--- src/rtl/reg_file_pkg.sv ---
// Shared defaults for the register file: geometry and the hardwired zero index.
package reg_file_pkg;

  localparam int unsigned WIDTH_DEF = 16;
  localparam int unsigned NREGS_DEF = 8;
  localparam int unsigned AW_DEF    = 3;
  localparam int unsigned REG_ZERO  = 0;

endpackage

--- src/rtl/reg_file_word.sv ---
// One architectural register: WIDTH-bit storage with write enable and async clear.
module reg_word #(
  parameter int unsigned WIDTH = 16
) (
  input  logic             clk,
  input  logic             reset,
  input  logic             en,
  input  logic [WIDTH-1:0] d,
  output logic [WIDTH-1:0] q
);

  logic [WIDTH-1:0] word_q;

  // Hold comes from the enable mux, never from gating the clock.
  always_ff @(posedge clk or posedge reset) begin
    if (reset) begin
      word_q <= '0;
    end else if (en) begin
      word_q <= d;
    end
  end

  assign q = word_q;

endmodule

--- src/rtl/reg_file.sv ---
// Two-read, one-write register file with r0 hardwired to zero and write-first bypass.
module reg_file
  import reg_file_pkg::*;
#(
  parameter int unsigned WIDTH = WIDTH_DEF,
  parameter int unsigned NREGS = NREGS_DEF,
  parameter int unsigned AW    = AW_DEF
) (
  input  logic             clk,
  input  logic             reset,
  input  logic             we,
  input  logic [AW-1:0]    wr_addr,
  input  logic [WIDTH-1:0] wr_data,
  input  logic [AW-1:0]    rd_addr_a,
  input  logic [AW-1:0]    rd_addr_b,
  output logic [WIDTH-1:0] rd_data_a,
  output logic [WIDTH-1:0] rd_data_b
);

  localparam logic [AW-1:0] ZeroIdx = AW'(REG_ZERO);

  logic [NREGS-1:1]            wr_en;
  logic [NREGS-1:0][WIDTH-1:0] word;
  logic                        wr_live;
  logic                        byp_a;
  logic                        byp_b;

  always_comb begin
    wr_en = '0;
    for (int unsigned i = 1; i < NREGS; i++) begin
      wr_en[i] = we && (wr_addr == AW'(i));
    end
  end

  assign word[0] = '0;

  for (genvar g = 1; g < NREGS; g++) begin : g_word
    reg_word #(
      .WIDTH (WIDTH)
    ) u_word (
      .clk   (clk),
      .reset (reset),
      .en    (wr_en[g]),
      .d     (wr_data),
      .q     (word[g])
    );
  end

  // Bypass stays live during reset; the zero index overrides it.
  assign wr_live = we && (wr_addr != ZeroIdx);
  assign byp_a   = wr_live && (rd_addr_a == wr_addr);
  assign byp_b   = wr_live && (rd_addr_b == wr_addr);

  always_comb begin
    rd_data_a = word[rd_addr_a];
    rd_data_b = word[rd_addr_b];
    if (byp_a) rd_data_a = wr_data;
    if (byp_b) rd_data_b = wr_data;
    if (rd_addr_a == ZeroIdx) rd_data_a = '0;
    if (rd_addr_b == ZeroIdx) rd_data_b = '0;
  end

endmodule
--- config.mk ---
export PLATFORM = sky130hd
export DESIGN_NAME = reg_file
export DESIGN_NICKNAME = d
export VERILOG_FILES = /design/src/rtl/reg_file_pkg.sv /design/src/rtl/reg_file_word.sv /design/src/rtl/reg_file.sv
export SDC_FILE = /design/constraint.sdc
export NUM_CORES = 1
export LEC_CHECK = 0
export BUFFER_PORTS_ARGS = -buffer_cell sky130_fd_sc_hd__clkbuf_2
export CAP_MARGIN = 40
export CORE_MARGIN = 1
export CORE_UTILIZATION = 39
export CTS_CLUSTER_DIAMETER = 200
export DETAILED_ROUTE_END_ITERATION = 8
export PLACE_DENSITY = 0.66
export REMOVE_ABC_BUFFERS = 1
export SYNTH_ARGS = -nofsm -noshare
export SYNTH_HDL_FRONTEND = slang
export SYNTH_SLANG_ARGS = --single-unit
--- constraint.sdc ---
create_clock -name clk -period 6.6 [get_ports clk]
set_clock_uncertainty 0.1 [all_clocks]
set_input_delay 0.66 -clock clk [delete_from_list [all_inputs] [get_ports clk]]
set_output_delay 0.66 -clock clk [all_outputs]
set_load 0.02 [all_outputs]
; After elaboration in Yosys (flattened, before gate mapping)
; Cells that the tools add are included.
[op_classes]
n_lt_le_gt_ge = 2
reduce_logical = 13
n_mux = 8
n_eq_ne = 9
[ops]
columns = cell, n
row1 = 16-bit binary-select mux with 3-bit select, 2
row2 = 16-bit 2-to-1 mux, 6
row3 = "3-bit == test, second input constant", 4
row4 = 1-bit logical AND, 10
row5 = "3-bit by 4-bit less-than comparator with 1-bit output, second input constant", 2
row6 = "3-bit by 2-bit == test with 1-bit output, second input constant", 2
row7 = 3-bit == test, 2
row8 = 3-bit logical NOT, 2
row9 = "3-bit by 1-bit == test with 1-bit output, second input constant", 1
row10 = 3-bit nonzero test, 1
[word_totals]
output_inout_bits = 32
regBits = 112
in_bits = 28

; Logic depth before layout (Yosys ltp)
; Gate-level depths: netlist (run 1).
[depth]
word_depth = 5
mapped_depth = 7
depth_no_buf = 4

; Hierarchy
; From an unflattened synthesis (run 1), not the netlist that was laid out.
[hier_totals]
hier_cells = 499
hier_area_um2 = 6870.3
[by_module_without_submodules]
columns = mod, cells_per_inst, area_each_um2, instances
row1 = reg_word, 35, 653.1, 7
row2 = reg_file, 254, 2298.5, 1

; Worst setup path before layout (run 1)
; No wires, ideal clock.
[synth_timing]
kind = input -> output
startpoint = input port wr_addr[1]
endpoint = output port rd_data_a[11]
arrival_time_ns = 2.097
path_slack_ns = 3.743
stages = 7
cell_sequence = buf_2 and4bb_1 buf_4 nand3_2 a21oi_4 buf_6 mux2_1
[synth_between]
elab_chain_cells = 5
elab_cells_between_ends = 6
cone_classes = eq/ne: 1 / mux: 2 / reduce/logical: 3
[synth_rtl]
columns = element, line_no
row1 = from (decl), reg_file.sv:12  ; input logic [AW-1:0] wr_addr,
row2 = 3-bit nonzero test, reg_file.sv:50  ; assign wr_live = we && (wr_addr != ZeroIdx);
row3 = 1-bit logical AND, reg_file.sv:50
row4 = 1-bit logical AND (*), reg_file.sv:51  ; assign byp_a = wr_live && (rd_addr_a == wr_addr);
row5 = 16-bit 2-to-1 mux (*), reg_file.sv:57  ; if (byp_a) rd_data_a = wr_data;
row6 = 16-bit 2-to-1 mux (*), reg_file.sv:59  ; if (rd_addr_a == ZeroIdx) rd_data_a = '0;
row7 = to (decl), reg_file.sv:16  ; output logic [WIDTH-1:0] rd_data_a,
; Every way passes the cells marked *; elsewhere a longest branch is shown, timed or not.

; Final worst setup path (run 1)
[layout_timing]
startpoint = input port rd_addr_a[0]
endpoint = output port rd_data_a[0]
[layout_between]
elab_chain_cells = 4
elab_cells_between_ends = 7
cone_classes = eq/ne: 1 / mux: 4 / reduce/logical: 2
[layout_rtl]
columns = element, line_no
row1 = from (decl), reg_file.sv:14  ; input logic [AW-1:0] rd_addr_a,
row2 = 16-bit binary-select mux with 3-bit select or 3-bit == test (tied branches), "reg_file.sv:55, reg_file.sv:51"
row3 = 16-bit 2-to-1 mux (implied by the code) or 1-bit logical AND (tied branches), "reg_file.sv:55, reg_file.sv:51"
row4 = 16-bit 2-to-1 mux, reg_file.sv:57
row5 = 16-bit 2-to-1 mux (*), reg_file.sv:59
; Every way passes the cells marked *; elsewhere a longest branch is shown, timed or not. The select of a mux whose other input is x is not followed.

==> results of run 1 <==
## routing by layer
metal | wire length [um] | share of wire, % | vias up
met2 | 7750 | 47 | 144
met3 | 1030 | 6.3 | 16
met1 | 7420 | 45 | 2220
met5 | 0 | 0 | -
met4 | 187 | 1.1 | 0
li1 | - | - | 1950
## worst paths after layout
check                                                    from  cells after the start                            endpoint  slack, ps
hold / removal                                          reset                      2   g_word[6].u_word.q[4]$_DFFE_PP0P_        220
min in group clk            g_word[3].u_word.q[1]$_DFFE_PP0P_                      1   g_word[3].u_word.q[1]$_DFFE_PP0P_        410
max in group asynchronous                               reset                      4   g_word[4].u_word.q[6]$_DFFE_PP0P_       5190
setup / recovery                                 rd_addr_a[0]                      8                        rd_data_a[0]       2550
hold reg to reg             g_word[3].u_word.q[1]$_DFFE_PP0P_                      1   g_word[3].u_word.q[1]$_DFFE_PP0P_        410
setup reg to reg           g_word[3].u_word.q[11]$_DFFE_PP0P_                      1  g_word[3].u_word.q[11]$_DFFE_PP0P_       5680
## synthesized netlist by cell type (all sizes together)
library cell / count / share of area, %
nor3: 1 / 0.15
o21bai: 1 / 0.29
mux2i: 29 / 4.4
nand4b: 1 / 0.13
a2bb2oi: 1 / 0.13
nand2: 21 / 1.2
clkbuf: 7 / 0.40
dfrtp: 112 / 43
or3: 1 / 0.096
a21oi: 1 / 0.25
buf: 34 / 3.2
o22ai: 14 / 1.3
mux2: 174 / 31
a22oi: 16 / 1.8
mux4: 18 / 6.2
a31oi: 1 / 0.096
o211ai: 1 / 0.12
nand4: 2 / 0.19
nor2: 2 / 0.12
and4bb: 1 / 0.19
nand2b: 2 / 0.19
xor2: 2 / 0.27
nand3: 2 / 0.23
inv: 3 / 0.21
xnor2: 2 / 0.27
nor2b: 1 / 0.096
nor4bb: 1 / 0.15
and2: 2 / 0.19
a2111oi: 1 / 0.42
nor4b: 1 / 0.36
a221o: 14 / 2.1
o21ai: 19 / 1.5
## cells in the final DEF, fill, tap and decap left out, types with 2 or more instances in the layout
| cell | n |
|---|---|
| mux2_2 | 128 |
| dfrtp_1 | 112 |
| clkbuf_2 | 59 |
| mux2_1 | 36 |
| mux2i_1 | 29 |
| nand2_1 | 21 |
| mux4_2 | 18 |
| a22oi_1 | 16 |
| o22ai_1 | 14 |
| a221o_1 | 14 |
| o21ai_0 | 12 |
| buf_4 | 11 |
| mux2_4 | 10 |
| clkbuf_16 | 9 |
| o21ai_1 | 7 |
| clkinv_2 | 3 |
| inv_4 | 2 |
| nand4_1 | 2 |
| nor2_1 | 2 |
| xnor2_1 | 2 |
| nand2b_1 | 2 |
| xor2_1 | 2 |
| buf_16 | 2 |
| buf_6 | 2 |
## where the power goes
group	internal, mW	switching (mW)
Combinational	0.327	0.271
Clock	0.294	0.251
Sequential	0.838	0.113
## cell type report
cell class | instances | area (um2)
inverters | 3 | 16.3
well taps | 216 | 270
fillers | 1502 | 8790
flip-flops and latches | 112 | 2800
clock inverters | 7 | 70.1
clock buffers | 9 | 225
multi-input cells | 332 | 3470
repair buffers | 75 | 470
## per-stage QoR
step / instance area (um2) / hold slack, ps / utilization [%] / setup WS [ps] / std cells
floorplan: 6290 / 375 / - / 2880 / 447
global route: 7330 / 257 / 45.5 / 2370 / 754
global placement: 6940 / 388 / 43.1 / 2580 / 733
CTS: 7330 / 233 / 45.5 / 2500 / 754
finish: 7330 / 219 / 45.5 / 2550 / 754
detailed placement: 7030 / 400 / 43.6 / 2540 / 738
## kinds of logic after synthesis
family	count (synthesis)	share of synthesized area, %
mux	221	41.3
buf+inv	44	3.82
compound gates	69	8.09
xor+xnor	4	0.537
flops	112	43.0
simple gates	38	3.32
## critical path, stage by stage
cell and delay [ps]:
clkbuf_2 460, buf_4 440, nor2b_1 680, buf_4 330, a22oi_1 110, o21ai_0 240
mux2_2 200, clkbuf_2 160
==> run summary, run 1 <==
Met2 usage: 31.6%
Post-synthesis sequential area ratio: 43.0%
CTS Root Cell: clkbuf_16
Status: finished clean
Clock sinks: 112
Detailed Place HPWL: 10600 um
Core ar.: 0.0161 mm2
Die Wd: 131 um
Die Ht: 131 um
Worst setup path category: input port to output port
Area grow syn2layout: 12.3%
Yosys warns: 0
Final hold violations: 0
Final Power: 2.09 mW
Iter 0 DRT Violations: 270
Routed WL: 16400 um
Starting Density: 40.5%
First-pass GRT wire length: 26800 um
Number of detailed-route iterations in the first pass: 4
Slew @ Worst Pin: 872 ps
Rows: 46
Layer with the highest usage: met2
Total GRT Usage: 20.2%
Hold Crit Class: input port to asynchronous set/reset pin
Max Fclk: 247 MHz
Final min period: 4050 ps
Routability congestion estimate from global placement: 0.807
Initial antenna violation count: 0
Pwr Density: 286 mW/mm2
Arrival time at the worst endpoint: 3290 ps
Met1 Track Usage GR: 28.3%
Mean Syn Cell Area: 13.4 um2
Worst skew pair latency: 350 ps
Nets: 561
Relative slew slack: 41.9%
Total gr overflow: 0
Slew Limit Fails: 0
Synth unique cells: 41
Max-cap violations: 0
Setup crit start kind: input port
Setup bufs post-CTS: 0
Worst-path clk slew: 70 ps
IO buf count: 59
Total die area: 0.0172 mm2
Yosys reg bits: 112
Ratio of cells with drive above 1 in the final layout: 47.4%
Remaining DRCs: 0
Vias in the first global route: 4616
VDD IR-drop max: 0.146 mV
P_leak: 3.14 nW
Final period utilization: 61.4%
Met3 Resource Use GR: 4.05%
Setup crit end kind: output port
CTS resizes: 0
Clk buf depth: 2
Hold buffer count at cts: 0
Drt wl/cell: 21.7 um
Mapped Area: 0.00652 mm2
Via count: 4330
CP required: 5840 ps
H-tree levels: 3
Max FO, Critical Path: 20
Number of flip-flops in the largest register: 112
Total negative slack: 0 ps
CTS tree: built
CTS Buf Count: 9
Top-Level Pins: 60
Mapped Cells: 488
ANT nets after route: 0
Largest net degree at the start of global routing: 59
# setup viols final: 0
Vias per cell: 5.74
Antenna cells: 0
RSZ-0062 raised after global routing: no
No activity file was read; power rests on OpenSTA's default activity.
==> run 2, diff against run 1 <==
- PLACE_DENSITY: 0.66 -> 0.68
- clock period: 6.6 -> 3.4 ns (I/O delays scaled with it)
==> run 2 against run 1 <==
First-iteration DRC count shrank 13%; clock power rose by 110%; via count is 2.4% higher; sequential share of layout area down 0.53 points; critical path depth decreased by 2; hold slack worse by 12 ps; register-to-register slack worse by 3200 ps; sequential power rose by 94%; total power increased by 100%; largest cell class unchanged; largest power group unchanged.
==> run summary, run 2 (synthesis gave the netlist of run 1 again) <==
Max-cap violations: 0
Worst setup path category: input port to output port
RSZ-0062 raised after global routing: no
Worst skew pair latency: 360 ps
CP required: 2960 ps
VDD IR-drop max: 0.329 mV
H-tree levels: 3
Max Fclk: 364 MHz
Worst-path clk slew: 70 ps
Initial antenna violation count: 0
Met1 Track Usage GR: 28.1%
Crit path from: rd_addr_b[2]
Pwr Density: 566 mW/mm2
Pint: 2.94 mW
Final min period: 2750 ps
Final hold violations: 0
CP most frequent cell: clkbuf_2
Final period utilization: 80.9%
Clock sinks: 112
Routability congestion estimate from global placement: 0.774
Largest net degree at the start of global routing: 64
Max FO, Critical Path: 29
Reg2Reg Depth: 1
Antenna cells: 0
Sequential share of power: 44.0%
Clk buf depth: 2
Relative slew slack: 57.4%
IO buf count: 59
Total GRT Usage: 20.7%
Detailed Place HPWL: 11200 um
Status: finished clean
Most frequent cells in the layout: 128 x mux2_2, 112 x dfrtp_1, 59 x clkbuf_2
Commonest non-fill, non-tap cell in the layout: mux2_2
Worst-path cell chain: clkbuf_2 -> buf_4 -> mux2_2 -> a221o_1 -> mux2_4 -> clkbuf_2
Total negative slack: 0 ps
Dpl cell area: 0.00709 mm2
Total gr overflow: 0
Slew @ Worst Pin: 639 ps
Final Power: 4.21 mW
Layer with the highest usage: met2
Die Ht: 131 um
Remaining DRCs: 0
Met2 usage: 33.6%
Ratio of cells with drive above 1 in the final layout: 47.7%
Layout Cell Area excl Fill: 0.00743 mm2
P_leak: 3.19 nW
Area grow syn2layout: 13.9%
Top-Level Pins: 60
Fin util: 46.1%
CTS Buf Count: 9
Starting Density: 40.5%
Met3 Resource Use GR: 4.13%
# setup viols final: 0
CP max-delay cell: buf_4
Number of flip-flops in the largest register: 112
CTS tree: built
Multi-input logic area: 0.00347 mm2
End point of the critical path: rd_data_b[7]
RR Endpoint: g_word[3].u_word.q[12]$_DFFE_PP0P_
Switch share: 30.1%
CTS Root Cell: clkbuf_16
Via count: 4435
Setup crit end kind: output port
Hold Crit Class: input port to flop
Drt wl/cell: 22.4 um
Setup slack, reg-to-reg: 2470 ps
Setup crit start kind: input port
First-pass GRT wire length: 27200 um
Core ar.: 0.0161 mm2
Vias in the first global route: 4701
Routed WL: 17100 um
CP peak stage delay: 520 ps
FF/Latch Area: 0.00280 mm2
Reg-to-Reg Start: g_word[3].u_word.q[12]$_DFFE_PP0P_
Die Wd: 131 um
Comb pwr share: 28.1%
ANT nets after route: 0
Worst Hold Slack: 207 ps
Number of detailed-route iterations in the first pass: 5
Total die area: 0.0172 mm2
Fill cell count: 1444
Arrival time at the worst endpoint: 2310 ps
Nets: 568
Vias per cell: 5.83
Slew Limit Fails: 0
Clock share of power: 27.9%
Iter 0 DRT Violations: 236
P_sw: 1.27 mW
Rows: 46
CTS resizes: 0
## run 2: cell types whose count changed in the layout (fill, tap and decap cells not counted), moves of 2 or more
cell	change
buf_4	+6
buf_12	+4
clkinv_2	-3
buf_6	-2
## run 2: worst min path at each step
| stage | start | end | slack, ps | depth (start not counted) |
|---|---|---|---|---|
| floorplan | wr_data[14] | g_word[2].u_word.q[14]$_DFFE_PP0P_ | 360 | 2 |
| global placement | reset | g_word[6].u_word.q[0]$_DFFE_PP0P_ | 360 | 2 |
| detailed placement | reset | g_word[7].u_word.q[0]$_DFFE_PP0P_ | 370 | 2 |
| CTS | wr_data[14] | g_word[2].u_word.q[14]$_DFFE_PP0P_ | 190 | 3 |
| global route | wr_data[14] | g_word[2].u_word.q[14]$_DFFE_PP0P_ | 230 | 3 |
| finish | wr_data[14] | g_word[2].u_word.q[14]$_DFFE_PP0P_ | 210 | 3 |
## run 2: worst max-delay path, delay by kind of cell
family,cells,cell delay (ps)
buffers and inverters,3,930
multiplexers,2,680
AO/OA/AOI/OAI,1,320
## run 2: final cells by class
type	instances	share of cell area [%]
clock buffers	11	3.27
inverters	3	0.219
repair buffers	82	7.27
multi-input cells	332	46.7
well taps	216	3.64
flip-flops and latches	112	37.7
clock inverters	5	1.16
## run 2: power groups by stage
stage | logic (mW) | registers, mW | clock network (mW)
2_1_floorplan | 0.864 | 1.79 | 0
6_report | 1.18 | 1.85 | 1.17
3_5_place_dp | 1.18 | 1.87 | 0
5_1_grt | 1.28 | 1.89 | 1.25
4_1_cts | 1.19 | 1.85 | 1.19
3_3_place_gp | 1.15 | 1.84 | 0
## run 2: what timing repair did
action                    CTS  global route
hold endpoints to repair   44             0
setup buffers               0             0
hold buffers                1             0
## run 2: per-layer routing
layer / share of wire [%] / wire length [um]
met1: 45 / 7690
met2: 48 / 8240
met3: 5.1 / 862
met4: 1.6 / 275
met5: 0 / 0
## run 2: metrics by stage
stage / worst slack [ps] / instances
2_1_floorplan: 0.995 / 447
3_3_place_gp: 692 / 743
3_5_place_dp: 677 / 744
4_1_cts: 674 / 761
5_1_grt: 499 / 761
6_report: 649 / 761
